$ cat src/rtl/wb_decode_pkg.sv
// Shared types for the Wishbone address-decode bridge: FSM states, the captured
// request record and the slave-index width helper.
package wb_decode_pkg;

    // Request fields are sized for the widest supported configuration; the
    // bridge zero-extends into them and slices back to its own widths.
    localparam int REQ_ADDR_MAX = 64;
    localparam int REQ_DATA_MAX = 128;
    localparam int REQ_SEL_MAX  = 16;
    localparam int REQ_IDX_MAX  = 4;

    typedef enum logic [1:0] {
        IDLE = 2'd0,
        WAIT = 2'd1,
        RESP = 2'd2
    } state_e;

    typedef struct packed {
        logic [REQ_ADDR_MAX-1:0] addr;
        logic [REQ_DATA_MAX-1:0] data;
        logic                    we;
        logic [REQ_SEL_MAX-1:0]  sel;
        logic [REQ_IDX_MAX-1:0]  idx;
    } req_t;

    function automatic int calc_idx_w(input int n_slaves);
        return (n_slaves > 1) ? $clog2(n_slaves) : 1;
    endfunction

endpackage

$ cat src/rtl/wb_decode_bridge_if.sv
// Bus bundle for wb_decode_bridge: the upstream master port plus the fanned-out
// slave ports. Modports: master (core side), slave (bridge side), periph (peripherals).
interface wb_decode_bridge_if #(
    parameter int ADDR_W   = 8,
    parameter int DATA_W   = 32,
    parameter int SELECT_W = 4,
    parameter int N_SLAVES = 3
);
    logic [ADDR_W-1:0]          m_address;
    logic [DATA_W-1:0]          m_data_out;
    logic                       m_we;
    logic [SELECT_W-1:0]        m_sel;
    logic                       m_stb;
    logic                       m_cyc;
    logic                       m_ack;
    logic                       m_err;
    logic [DATA_W-1:0]          m_data_in;

    logic [ADDR_W-1:0]          s_address;
    logic [DATA_W-1:0]          s_data_out;
    logic                       s_we;
    logic [SELECT_W-1:0]        s_sel;
    logic [N_SLAVES-1:0]        s_stb;
    logic [N_SLAVES-1:0]        s_cyc;
    logic [N_SLAVES-1:0]        s_ack;
    logic [N_SLAVES*DATA_W-1:0] s_data_in;

    modport master (
        output m_address, m_data_out, m_we, m_sel, m_stb, m_cyc,
        input  m_ack, m_err, m_data_in
    );

    modport slave (
        input  m_address, m_data_out, m_we, m_sel, m_stb, m_cyc,
        output m_ack, m_err, m_data_in,
        output s_address, s_data_out, s_we, s_sel, s_stb, s_cyc,
        input  s_ack, s_data_in
    );

    modport periph (
        input  s_address, s_data_out, s_we, s_sel, s_stb, s_cyc,
        output s_ack, s_data_in
    );
endinterface

$ cat src/rtl/wb_addr_decode.sv
// Combinational address decoder: upper address bits select a slave index;
// indices at or beyond N_SLAVES are reported as a miss.
module wb_addr_decode #(
    parameter int ADDR_W   = 8,
    parameter int N_SLAVES = 3,
    parameter int IDX_W    = 2
) (
    input  logic [ADDR_W-1:0] addr,
    output logic [IDX_W-1:0]  idx,
    output logic              miss
);
    assign idx  = addr[ADDR_W-1 -: IDX_W];
    assign miss = (32'(idx) >= 32'(N_SLAVES));
endmodule

$ cat src/rtl/wb_decode_bridge.sv
// Registered Wishbone classic-cycle bridge, one master fanned out to N_SLAVES.
// Define WB_DECODE_TIMEOUT_EN to terminate unanswered slave cycles with m_err.
module wb_decode_bridge
    import wb_decode_pkg::*;
#(
    parameter int ADDR_W      = 8,
    parameter int DATA_W      = 32,
    parameter int SELECT_W    = 4,
    parameter int N_SLAVES    = 3,
    parameter int TIMEOUT_CYC = 255
) (
    input  logic              clk,
    input  logic              rstn,
    wb_decode_bridge_if.slave bus
);
    localparam int IDX_W = calc_idx_w(N_SLAVES);

    state_e            state_q, state_d;
    req_t              req_q, req_d;
    logic              err_q, err_d;
    logic [DATA_W-1:0] rdata_q, rdata_d;
    logic              m_ack_q, m_ack_d;
    logic              m_err_q, m_err_d;

    logic [IDX_W-1:0]    dec_idx;
    logic                dec_miss;
    logic [IDX_W-1:0]    cur_idx;
    logic                slave_ack;
    logic [DATA_W-1:0]   slave_rdata;
    logic                accept;
    logic                timeout_hit;
    logic [N_SLAVES-1:0] stb_vec;

    wb_addr_decode #(
        .ADDR_W  (ADDR_W),
        .N_SLAVES(N_SLAVES),
        .IDX_W   (IDX_W)
    ) u_addr_decode (
        .addr(bus.m_address),
        .idx (dec_idx),
        .miss(dec_miss)
    );

    assign cur_idx     = req_q.idx[IDX_W-1:0];
    assign slave_ack   = bus.s_ack[cur_idx];
    assign slave_rdata = bus.s_data_in[int'(cur_idx)*DATA_W +: DATA_W];
    // While the response pulse is visible the master still holds stb; do not re-accept it.
    assign accept      = bus.m_cyc & bus.m_stb & ~(m_ack_q | m_err_q);

`ifdef WB_DECODE_TIMEOUT_EN
    localparam int CNT_W = $clog2(TIMEOUT_CYC + 1);
    logic [CNT_W-1:0] cnt_q, cnt_d;

    always_comb begin
        cnt_d = '0;
        if (state_q == WAIT && !slave_ack) cnt_d = cnt_q + CNT_W'(1);
    end

    always_ff @(posedge clk or negedge rstn) begin
        if (!rstn) cnt_q <= '0;
        else       cnt_q <= cnt_d;
    end

    assign timeout_hit = (state_q == WAIT) && (cnt_q == CNT_W'(TIMEOUT_CYC - 1));
`else
    localparam int unused_timeout_cyc = TIMEOUT_CYC;
    assign timeout_hit = 1'b0;
`endif

    // NOTE: state flops use non-blocking assignments; reset clears every flop so outputs start at 0.
    always_ff @(posedge clk or negedge rstn) begin
        if (!rstn) begin
            state_q <= IDLE;
            req_q   <= '0;
            err_q   <= 1'b0;
            rdata_q <= '0;
            m_ack_q <= 1'b0;
            m_err_q <= 1'b0;
        end else begin
            state_q <= state_d;
            req_q   <= req_d;
            err_q   <= err_d;
            rdata_q <= rdata_d;
            m_ack_q <= m_ack_d;
            m_err_q <= m_err_d;
        end
    end

    // NOTE: every signal gets its hold value first so no path leaves it unassigned (no latches).
    always_comb begin
        state_d = state_q;
        req_d   = req_q;
        err_d   = err_q;
        rdata_d = rdata_q;
        unique case (state_q)
            IDLE: begin
                if (accept) begin
                    req_d.addr = REQ_ADDR_MAX'(bus.m_address);
                    req_d.data = REQ_DATA_MAX'(bus.m_data_out);
                    req_d.we   = bus.m_we;
                    req_d.sel  = REQ_SEL_MAX'(bus.m_sel);
                    req_d.idx  = REQ_IDX_MAX'(dec_idx);
                    err_d      = dec_miss;
                    state_d    = dec_miss ? RESP : WAIT;
                end
            end
            WAIT: begin
                if (!bus.m_cyc) begin
                    state_d = IDLE;
                end else if (slave_ack) begin
                    if (!req_q.we) rdata_d = slave_rdata;
                    state_d = RESP;
                end else if (timeout_hit) begin
                    err_d   = 1'b1;
                    state_d = RESP;
                end
            end
            RESP:    state_d = IDLE;
            default: state_d = IDLE;
        endcase
    end

    always_comb begin
        stb_vec = '0;
        if (state_q == WAIT) stb_vec[cur_idx] = 1'b1;
        m_ack_d = (state_q == RESP) && !err_q;
        m_err_d = (state_q == RESP) && err_q;
    end

    assign bus.s_stb      = stb_vec;
    assign bus.s_cyc      = stb_vec;
    assign bus.s_address  = req_q.addr[ADDR_W-1:0];
    assign bus.s_data_out = req_q.data[DATA_W-1:0];
    assign bus.s_we       = req_q.we;
    assign bus.s_sel      = req_q.sel[SELECT_W-1:0];
    assign bus.m_ack      = m_ack_q;
    assign bus.m_err      = m_err_q;
    assign bus.m_data_in  = rdata_q;

    // Request fields above the configured widths are always zero.
    logic unused_req_bits;
    assign unused_req_bits = ^req_q;

endmodule

$ cat src/flat_wrapper.sv
// flat-port wrapper written by rule: the top's interface ports become plain ports
module wb_decode_bridge_flat import wb_decode_pkg::*;
#(
    parameter int ADDR_W      = 8,
    parameter int DATA_W      = 32,
    parameter int SELECT_W    = 4,
    parameter int N_SLAVES    = 3,
    parameter int TIMEOUT_CYC = 255
)
  (clk, rstn, bus_m_address, bus_m_data_out, bus_m_we, bus_m_sel, bus_m_stb, bus_m_cyc, bus_m_ack, bus_m_err, bus_m_data_in, bus_s_address, bus_s_data_out, bus_s_we, bus_s_sel, bus_s_stb, bus_s_cyc, bus_s_ack, bus_s_data_in);
  wb_decode_bridge_if #(.ADDR_W(ADDR_W), .DATA_W(DATA_W), .SELECT_W(SELECT_W), .N_SLAVES(N_SLAVES)) bus_i ();
  input  logic clk;
  input  logic rstn;
  input wire logic [$bits(bus_i.m_address)-1:0] bus_m_address;
  input wire logic [$bits(bus_i.m_data_out)-1:0] bus_m_data_out;
  input wire logic [$bits(bus_i.m_we)-1:0] bus_m_we;
  input wire logic [$bits(bus_i.m_sel)-1:0] bus_m_sel;
  input wire logic [$bits(bus_i.m_stb)-1:0] bus_m_stb;
  input wire logic [$bits(bus_i.m_cyc)-1:0] bus_m_cyc;
  output wire logic [$bits(bus_i.m_ack)-1:0] bus_m_ack;
  output wire logic [$bits(bus_i.m_err)-1:0] bus_m_err;
  output wire logic [$bits(bus_i.m_data_in)-1:0] bus_m_data_in;
  output wire logic [$bits(bus_i.s_address)-1:0] bus_s_address;
  output wire logic [$bits(bus_i.s_data_out)-1:0] bus_s_data_out;
  output wire logic [$bits(bus_i.s_we)-1:0] bus_s_we;
  output wire logic [$bits(bus_i.s_sel)-1:0] bus_s_sel;
  output wire logic [$bits(bus_i.s_stb)-1:0] bus_s_stb;
  output wire logic [$bits(bus_i.s_cyc)-1:0] bus_s_cyc;
  input wire logic [$bits(bus_i.s_ack)-1:0] bus_s_ack;
  input wire logic [$bits(bus_i.s_data_in)-1:0] bus_s_data_in;
  assign bus_i.m_address = bus_m_address;
  assign bus_i.m_data_out = bus_m_data_out;
  assign bus_i.m_we = bus_m_we;
  assign bus_i.m_sel = bus_m_sel;
  assign bus_i.m_stb = bus_m_stb;
  assign bus_i.m_cyc = bus_m_cyc;
  assign bus_m_ack = bus_i.m_ack;
  assign bus_m_err = bus_i.m_err;
  assign bus_m_data_in = bus_i.m_data_in;
  assign bus_s_address = bus_i.s_address;
  assign bus_s_data_out = bus_i.s_data_out;
  assign bus_s_we = bus_i.s_we;
  assign bus_s_sel = bus_i.s_sel;
  assign bus_s_stb = bus_i.s_stb;
  assign bus_s_cyc = bus_i.s_cyc;
  assign bus_i.s_ack = bus_s_ack;
  assign bus_i.s_data_in = bus_s_data_in;
  wb_decode_bridge #(.ADDR_W(ADDR_W), .DATA_W(DATA_W), .SELECT_W(SELECT_W), .N_SLAVES(N_SLAVES), .TIMEOUT_CYC(TIMEOUT_CYC)) u_core (.clk(clk), .rstn(rstn), .bus(bus_i));
endmodule
$ cat config.mk
export PLATFORM = sky130hd
export DESIGN_NAME = wb_decode_bridge_flat
export DESIGN_NICKNAME = d
export VERILOG_FILES = /design/src/rtl/wb_decode_pkg.sv /design/src/rtl/wb_decode_bridge_if.sv /design/src/rtl/wb_addr_decode.sv /design/src/rtl/wb_decode_bridge.sv /design/src/flat_wrapper.sv
export SDC_FILE = /design/constraint.sdc
export NUM_CORES = 1
export LEC_CHECK = 0
export CAP_MARGIN = 30
export CORE_UTILIZATION = 38
export CTS_CLUSTER_DIAMETER = 100
export DETAILED_ROUTE_END_ITERATION = 10
export PLACE_DENSITY = 0.89
export SYNTH_ARGS = -nofsm -noshare
export SYNTH_HDL_FRONTEND = slang
export SYNTH_SLANG_ARGS = --single-unit
$ cat constraint.sdc
create_clock -name clk -period 2.1 [get_ports clk]
set_clock_uncertainty 0.1 [all_clocks]
set_input_delay 0.42 -clock clk [delete_from_list [all_inputs] [get_ports clk]]
set_output_delay 0.42 -clock clk [all_outputs]
set_load 0.01 [all_outputs]
Yosys cells after proc, flatten, opt, wreduce, memory -nomap -nowiden
Index checks and enable logic that the tools add are counted.
{ "op_classes": {"order_cmp": 3, "eq_ne": 4, "shift": 1, "muxes": 10, "bitwise_logic": 5, "reduce_logical": 8} }
{ "ops": {"columns": ["cell", "count"], "rows": [
  ["$shiftx 96x8->32", 1],
  ["$mux 2", 4],
  ["$pmux 2 s2", 1],
  ["$reduce_and 2->1", 2],
  ["$reduce_and 4->1", 1],
  ["$logic_and 1x1->1", 3],
  ["$lt 2x3->1 const B", 1],
  ["$mux 3", 1],
  ["$ne 3x2->1 const B", 1],
  ["$and 1x1->1", 2],
  ["$bmux 1 s2", 1],
  ["$demux 1 s2", 1],
  ["$eq 2x1->1 const B", 1],
  ["$eq 2x2->1 const B", 1],
  ["$ge 2x1->1 const B", 1],
  ["$ge 2x2->1 const B", 1],
  ["$logic_not 2->1", 1],
  ["$mux 1", 2],
  ["$ne 2x1->1 const B", 1],
  ["$not 1->1", 2],
  ["$logic_not 1->1", 1],
  ["$or 1x1->1", 1]
]} }
{ "totals": {"ff_bits": 84, "in_bits": 148, "out_inout_bits": 85, "word_cells": 41} }

Depth between registers and ports, before layout
Gate-level depths: netlist of run 1.
{ "logic_depth": {"ltp_word": 5, "depth_mapped": 7, "depth_no_buf": 4} }

Cells and area by module
A second synthesis of run 1 with hierarchy kept.
{ "hier_totals": {"cells_unflattened": 307, "area_unflattened_um2": 4101.4} }
{ "by_module_without_submodules": {"columns": ["mod", "instances", "cells_each", "area_each_um2", "seq_area_each_um2"], "rows": [
  ["wb_decode_bridge", 1, 304, 4080.2, 2102.0],
  ["wb_addr_decode", 1, 3, 21.3, 0.0]
]} }

Worst setup path before layout of run 1
No wires, ideal clock.
{ "synth_path": {"kind": "reg2out", "from": "register, netlist name u_core.bus.s_address[6]", "to": "output port bus_s_stb[1]", "arrival_time_ns": 1.447, "t_required_ns": 1.580, "slack_ns": 0.133, "path_stages_with_launch": 5, "path_buffers": 3, "cell_sequence": "dfrtp_1 buf_6 clkbuf_1 nor3b_1 buf_4"} }
{ "synth_rtl": {"columns": ["element", "line", "text"], "rows": [
  ["to (decl)", "flat_wrapper.sv:27", "output wire logic [$bits(bus_i.s_stb)-1:0] bus_s_stb;"]
]} }

Final worst setup path of run 1
{ "layout_path": {"from": "register u_core.req_q (netlist bit u_core.bus.s_address[7])", "to": "output port bus_s_address[7]"} }
{ "layout_rtl": {"columns": ["element", "line", "text"], "rows": [
  ["from (decl)", "wb_decode_bridge.sv:19", "req_t req_q, req_d;"],
  ["from (signal assigned)", "wb_decode_bridge.sv:81", "req_q <= req_d;"],
  ["to (decl)", "flat_wrapper.sv:23", "output wire logic [$bits(bus_i.s_address)-1:0] bus_s_address;"]
]} }
No word-level cell between the ends.

==> results.md, run 1 <==
- Worst Slack Setup Final: 0.0969 ns
- Synth Cell Area: 0.00401 mm²
- Final max-slew violation count: 0
- FF-to-FF path depth: 6
- Port Buffers: 232
- Via/cell ratio: 4.78
- Worst slack, placed: 0.0317 ns
- DRT antenna net count: 0
- GRT Overall Usage: 20.4%
- Peak supply drop: 572 µV
- Tcrit/Tclk final: 95.4%
- FP Rows: 37
- N_diodes: 0
- Final setup vio count: 0
- Clock tree root driver cell: clkbuf_8
- CP endpoint kind: output port
- Vias: 3314
- Drt pass-1 iters: 4
- Final Hold Viols: 0
- Initial Utilization: 39.0%
- Worst r2r src: u_core.bus.s_address[7]$_DFFE_PN0P_
- Hold crit path type: flip-flop to flip-flop
- CTS tree: yes
- #FFs+latches synth: 82
- Fin cells: 694
- Yosys warnings: 0
- Seq/Total Area, Yosys: 51.2%
- Hold endpoint: u_core.bus.m_ack$_DFF_PN0_
- FF-to-FF End: u_core.bus.m_data_in[23]$_DFFE_PN0P_
- Post-Syn Nets: 449
- Die H: 105 µm
- Largest net degree at the start of global routing: 83
- DRC viols: 0
- Static Leak: 3.08 nW
- Per-cell routed wire length: 16.7 µm
- NumNets Final: 701
- Area after DPL: 0.00647 mm²
- First-pass GRT wire length: 17.4 mm
- Slew headroom: 71.2%
- DR iter-0 viols: 143
- Fill count: 736
- WP data required: 1.58 ns
- Pwr Total: 0.00738 W
- Arr. time, crit path: 1.48 ns
- Core Region: 0.0103 mm²
- Synth-to-Final Area Change: 71.8%
- Pwr/cell area: 1070 mW/mm²
- Layout cells sized above 1: 23.5%
- Hold_ws: 0.386 ns
- Initial antenna violation count: 0
- Maximum net fanout on the critical path: 12
- CTS H-tree lvls: 3
- Fin crit period: 2.00 ns
- Clk Latency, worst-skew pair: 0.34 ns
- Die W: 105 µm
- Vias in the first global route: 3469
- DP Cell Count: 663
- Mean post-synth cell area: 13.3 µm²
- Gpl congestion: 0.736
- Max-cap violations: 0
- Status: complete, no violations
- Fmax: 499 MHz
- Startpoint types: flip-flop
- Slew @ Worst Pin: 0.432 ns
- Cell count after synthesis: 301
- Clk sink count: 82
- Detailed placer's ending HPWL: 8.29 mm
- DRT Wirelength: 11.6 mm
- Crit Path Category: flip-flop to output port
- Worst reg2reg setup slack: 0.23 ns
- # IOs: 233
- TritonCTS buffer count: 9
- Clock Pin Slew Worst Setup and Hold Paths: 0.08 ns
- Global route total overflow: 0
- Die Area: 0.0110 mm²
- Hold Startpoint: u_core.err_q$_DFFE_PN0P_
- Final instance area: 0.00688 mm²
- Hold Crit Depth: 1
- Worst-case clock buffer depth: 2
- Cell variety after synth: 27
## Yosys cell counts, drive strengths merged
library cell   n  area, µm²
nand3b         2       27.5
nand2b         1       6.26
mux2i         33        330
inv            1       3.75
buf           20        195
o22ai          1       6.26
nand4          1       6.26
clkbuf         3       11.3
nand2         35        139
and3b          1       8.76
and2b          1       7.51
mux2          77        980
nand4b         1       8.76
nor3b          3       22.5
nor2           3       11.3
nor3           1       5.00
dfrtp         82       2050
o21ai         35        186
## power breakdown
group	switching [W]	leakage [nW]	internal, W
clock	0.000569	0.129	0.000852
combinational	0.00128	1.95	0.00219
sequential	0.000350	1.01	0.00213
## stage by stage
| stage | TNS, ns | util (%) |
|---|---|---|
| floorplan | 0 | - |
| global route | -0.0908 | 67.0 |
| CTS | 0 | 65.8 |
| global placement | 0 | 63.0 |
| finish | 0 | 67.0 |
| detailed placement | 0 | 63.0 |
## sequential cells by signal, indices dropped and copies added, names as in the netlist
name	count
u_core.bus.m_ack	1
u_core.bus.m_data_in	32
u_core.bus.m_err	1
u_core.bus.s_address	8
u_core.bus.s_data_out	32
u_core.bus.s_sel	4
u_core.bus.s_we	1
u_core.err_q	1
u_core.state_q	2
## worst max-delay path, stage by stage, from the launching register on
cell	delay (ns)
dfrtp_2	0.45
buf_12	0.15
clkdlybuf4s50_1	0.53
## timing repair
action / 4_1_cts / 5_1_grt
cloned: 0 / 1
buffers inserted: 1 / 12
hold buffers: 1 / 0
resized for setup: 15 / 7
endpoints found under the setup margin: 8 / 8
endpoints found under the hold margin: 3 / 0
## cell type report
type	instances	area [µm²]	area share, %
Timing Repair Buffer	264	2650	38.4
Sequential cell	82	2060	29.9
Clock inverter	5	100	1.45
Tap cell	136	170	2.47
Inverter	1	3.75	0.0545
Clock buffer	11	151	2.20
Multi-Input combinational cell	195	1760	25.5
## layer usage
layer  global-route usage, %  routed length (µm)
met2                    35.3                5790
met5                       0                   0
met3                    8.42                1240
met1                    22.1                4420
met4                    8.25                 167
## cell families after synthesis
family | count (synthesis) | synth area share (%)
compound gates | 36 | 4.81
buf+inv | 24 | 5.25
mux | 110 | 32.7
flops | 82 | 51.2
simple gates | 49 | 6.06
## how the worst max path moves through the flow
stage	from	end	slack, ns	depth (start not counted)
floorplan	u_core.bus.s_address[6]$_DFFE_PN0P_	bus_s_stb[1]	0.13	4
CTS	u_core.state_q[1]$_DFFE_PN0P_	bus_s_cyc[2]	0.004	4
global placement	bus_s_ack[2]	u_core.bus.m_data_in[24]$_DFFE_PN0P_	0.04	6
global route	u_core.state_q[1]$_DFFE_PN0P_	bus_s_cyc[0]	-0.05	3
detailed placement	bus_m_cyc	u_core.bus.m_data_in[19]$_DFFE_PN0P_	0.03	6
finish	u_core.bus.s_address[7]$_DFFE_PN0P_	bus_s_address[7]	0.1	2
## placed cells by master, fill, tap and decap left out, types with 3 or more instances in the layout
cell type | Yosys | routed
mux2_2 | 43 | 43
nor2_1 | 3 | 3
mux2_4 | 30 | 30
mux2_1 | 4 | 4
mux2i_1 | 33 | 33
clkdlybuf4s50_1 | 0 | 225
o21ai_0 | 19 | 19
buf_4 | 5 | 25
dlygate4sd2_1 | 0 | 3
o21ai_1 | 15 | 15
buf_12 | 3 | 6
nand2_1 | 34 | 34
bufinv_16 | 0 | 3
dfrtp_2 | 0 | 3
clkbuf_8 | 0 | 11
dfrtp_1 | 82 | 79
(Power assumes the default switching activity.)
==> run 2, diff against run 1 <==
--- a/config.mk
+++ b/config.mk
@@ -6,10 +6,11 @@
 export NUM_CORES = 1
 export LEC_CHECK = 0
 export CAP_MARGIN = 30
-export CORE_UTILIZATION = 38
+export CORE_UTILIZATION = 39
+export CTS_BUF_LIST = sky130_fd_sc_hd__clkbuf_4
 export CTS_CLUSTER_DIAMETER = 100
 export DETAILED_ROUTE_END_ITERATION = 10
-export PLACE_DENSITY = 0.89
+export PLACE_DENSITY = 0.9
 export SYNTH_ARGS = -nofsm -noshare
 export SYNTH_HDL_FRONTEND = slang
 export SYNTH_SLANG_ARGS = --single-unit
==> results.md, run 2 (synthesis gave the netlist of run 1 again) <==
- Flop pwr share: 36.9%
- Tcrit/Tclk final: 96.8%
- DRC viols: 0
- Port Buffers: 232
- Max-cap violations: 0
- N_diodes: 0
- Peak supply drop: 530 µV
- Pint: 0.00455 W
- Commonest non-fill, non-tap cell in the layout: clkdlybuf4s50_1
- Fill count: 681
- Startpoint types: flip-flop
- CP max-delay cell: clkdlybuf4s50_1
- Slew @ Worst Pin: 0.343 ns
- Net switching power figure: 0.00212 W
- DR iter-0 viols: 47
- NumNets Final: 684
- Layout cells sized above 1: 21.3%
- Clock Pin Slew Worst Setup and Hold Paths: 0.13 ns
- Per-cell routed wire length: 16.6 µm
- CTS H-tree lvls: 3
- CP endpoint kind: output port
- CP cell instances: clkdlybuf4s50_1
- Gpl congestion: 0.794
- Via/cell ratio: 4.84
- Hold_ws: 0.313 ns
- Slew headroom: 77.1%
- Worst-case clock buffer depth: 2
- Most frequent cells in the layout: 224 x clkdlybuf4s50_1, 80 x dfrtp_1, 43 x mux2_2, 34 x nand2_1, 33 x mux2i_1
- CP Buf/Inv Count: 1
- Comb pwr share: 49.3%
- Clock network power share: 13.8%
- Sw frac: 31.8%
- Largest net degree at the start of global routing: 43
- Critical path's top delay family: buffers and inverters
- Worst slack, placed: 0.0518 ns
- Hold crit path type: input port to async pin
- Synth-to-Final Area Change: 64.2%
- Status: complete, no violations
- TritonCTS buffer count: 9
- Die Area: 0.0107 mm²
- DR WL met2: 5.68 mm
- Final max-slew violation count: 0
- Highest Signal Layer: met4
- WP data required: 1.58 ns
- DP Cell Count: 656
- Wire length on met3: 1.18 mm
- DRT Wirelength: 11.2 mm
- Detailed placer's ending HPWL: 8.52 mm
- Met1 wire length: 4.07 mm
- First-pass GRT wire length: 16.6 mm
- Pwr Total: 0.00667 W
- Final Hold Viols: 0
- CTS tree: yes
- Maximum net fanout on the critical path: 6
- GRT Overall Usage: 21.0%
- Initial antenna violation count: 0
- # IOs: 233
- Drt pass-1 iters: 4
- Worst stage delay on the critical path: 0.61 ns
- Global route total overflow: 0
- RSZ-0062 raised after global routing: true
- Crit Path Category: flip-flop to output port
- Vias in the first global route: 3409
- Fin cells: 674
- Die H: 103 µm
- Clk Latency, worst-skew pair: 0.42 ns
- Worst Slack Setup Final: 0.0679 ns
- Clk sink count: 82
- Core Region: 0.00986 mm²
- DRT antenna net count: 0
- Pwr/cell area: 1010 mW/mm²
- Final setup vio count: 0
- Initial Utilization: 40.6%
- Fin crit period: 2.03 ns
- Arr. time, crit path: 1.51 ns
- FP Rows: 36
- Die W: 103 µm
- Clock tree root driver cell: clkbuf_4
- Fmax: 492 MHz
- Setup TNS: 0 ns
- Static Leak: 2.93 nW
- Vias: 3262
-- run 2: cell types whose count changed in the layout (fill, tap and decap cells not counted), sizes merged --
cell,before,now
clkdlybuf4s50,225,224
bufinv,3,1
buf,31,15
clkdlybuf4s15,1,0
dlygate4sd1,1,0
clkinv,2,3
clkbuf,13,16
-- run 2: path summary, 6_finish.rpt --
path,startpoint,slack [ns],end,cells past startpoint
min in group clk,u_core.err_q$_DFFE_PN0P_,0.37,u_core.bus.m_ack$_DFF_PN0_,1
setup reg to reg,u_core.bus.s_address[7]$_DFFE_PN0P_,0.20,u_core.bus.m_data_in[24]$_DFFE_PN0P_,6
setup / recovery,u_core.bus.s_address[7]$_DFFE_PN0P_,0.07,bus_s_address[7],1
max in group asynchronous,rstn,0.99,u_core.bus.s_address[6]$_DFFE_PN0P_,3
hold / removal,rstn,0.31,u_core.bus.m_data_in[1]$_DFFE_PN0P_,2
hold reg to reg,u_core.err_q$_DFFE_PN0P_,0.37,u_core.bus.m_ack$_DFF_PN0_,1
-- run 2: stage by stage --
step	instance area, µm²	util (%)
floorplan	4010	-
global placement	6420	65.1
detailed placement	6420	65.1
CTS	6590	66.8
global route	6580	66.7
finish	6580	66.7
-- run 2: layer usage --
layer | global-route usage, % | up-vias
met5 | 0 | -
met4 | 9.43 | 0
met3 | 7.39 | 19
met2 | 38.4 | 159
met1 | 21.4 | 1557
li1 | - | 1527
-- run 2: power groups by stage --
stage | sequential [W] | clock (W) | combinational [W]
3_3_place_gp | 0.00247 | 0 | 0.00319
5_1_grt | 0.00254 | 0.00101 | 0.00352
4_1_cts | 0.00247 | 0.000945 | 0.00333
6_report | 0.00246 | 0.000920 | 0.00329
2_1_floorplan | 0.00269 | 0 | 0.00136
3_5_place_dp | 0.00250 | 0 | 0.00328
-- run 2: area by class of cell --
cell class	instances	area, µm²	share of cell area [%]
repair buffers	247	2460	37.4
clock buffers	12	90.1	1.37
flip-flops and latches	82	2050	31.2
well taps	133	166	2.53
clock inverters	4	42.5	0.646
inverters	1	3.75	0.0570
multi-input cells	195	1760	26.8
-- run 2: what timing repair did --
item / 4_1_cts / 5_1_grt
setup buffers: 1 / 0
endpoints found under the hold margin: 20 / 0
setup endpoints to repair: 8 / 4
hold buffers: 1 / 0
gates resized for setup: 14 / 9
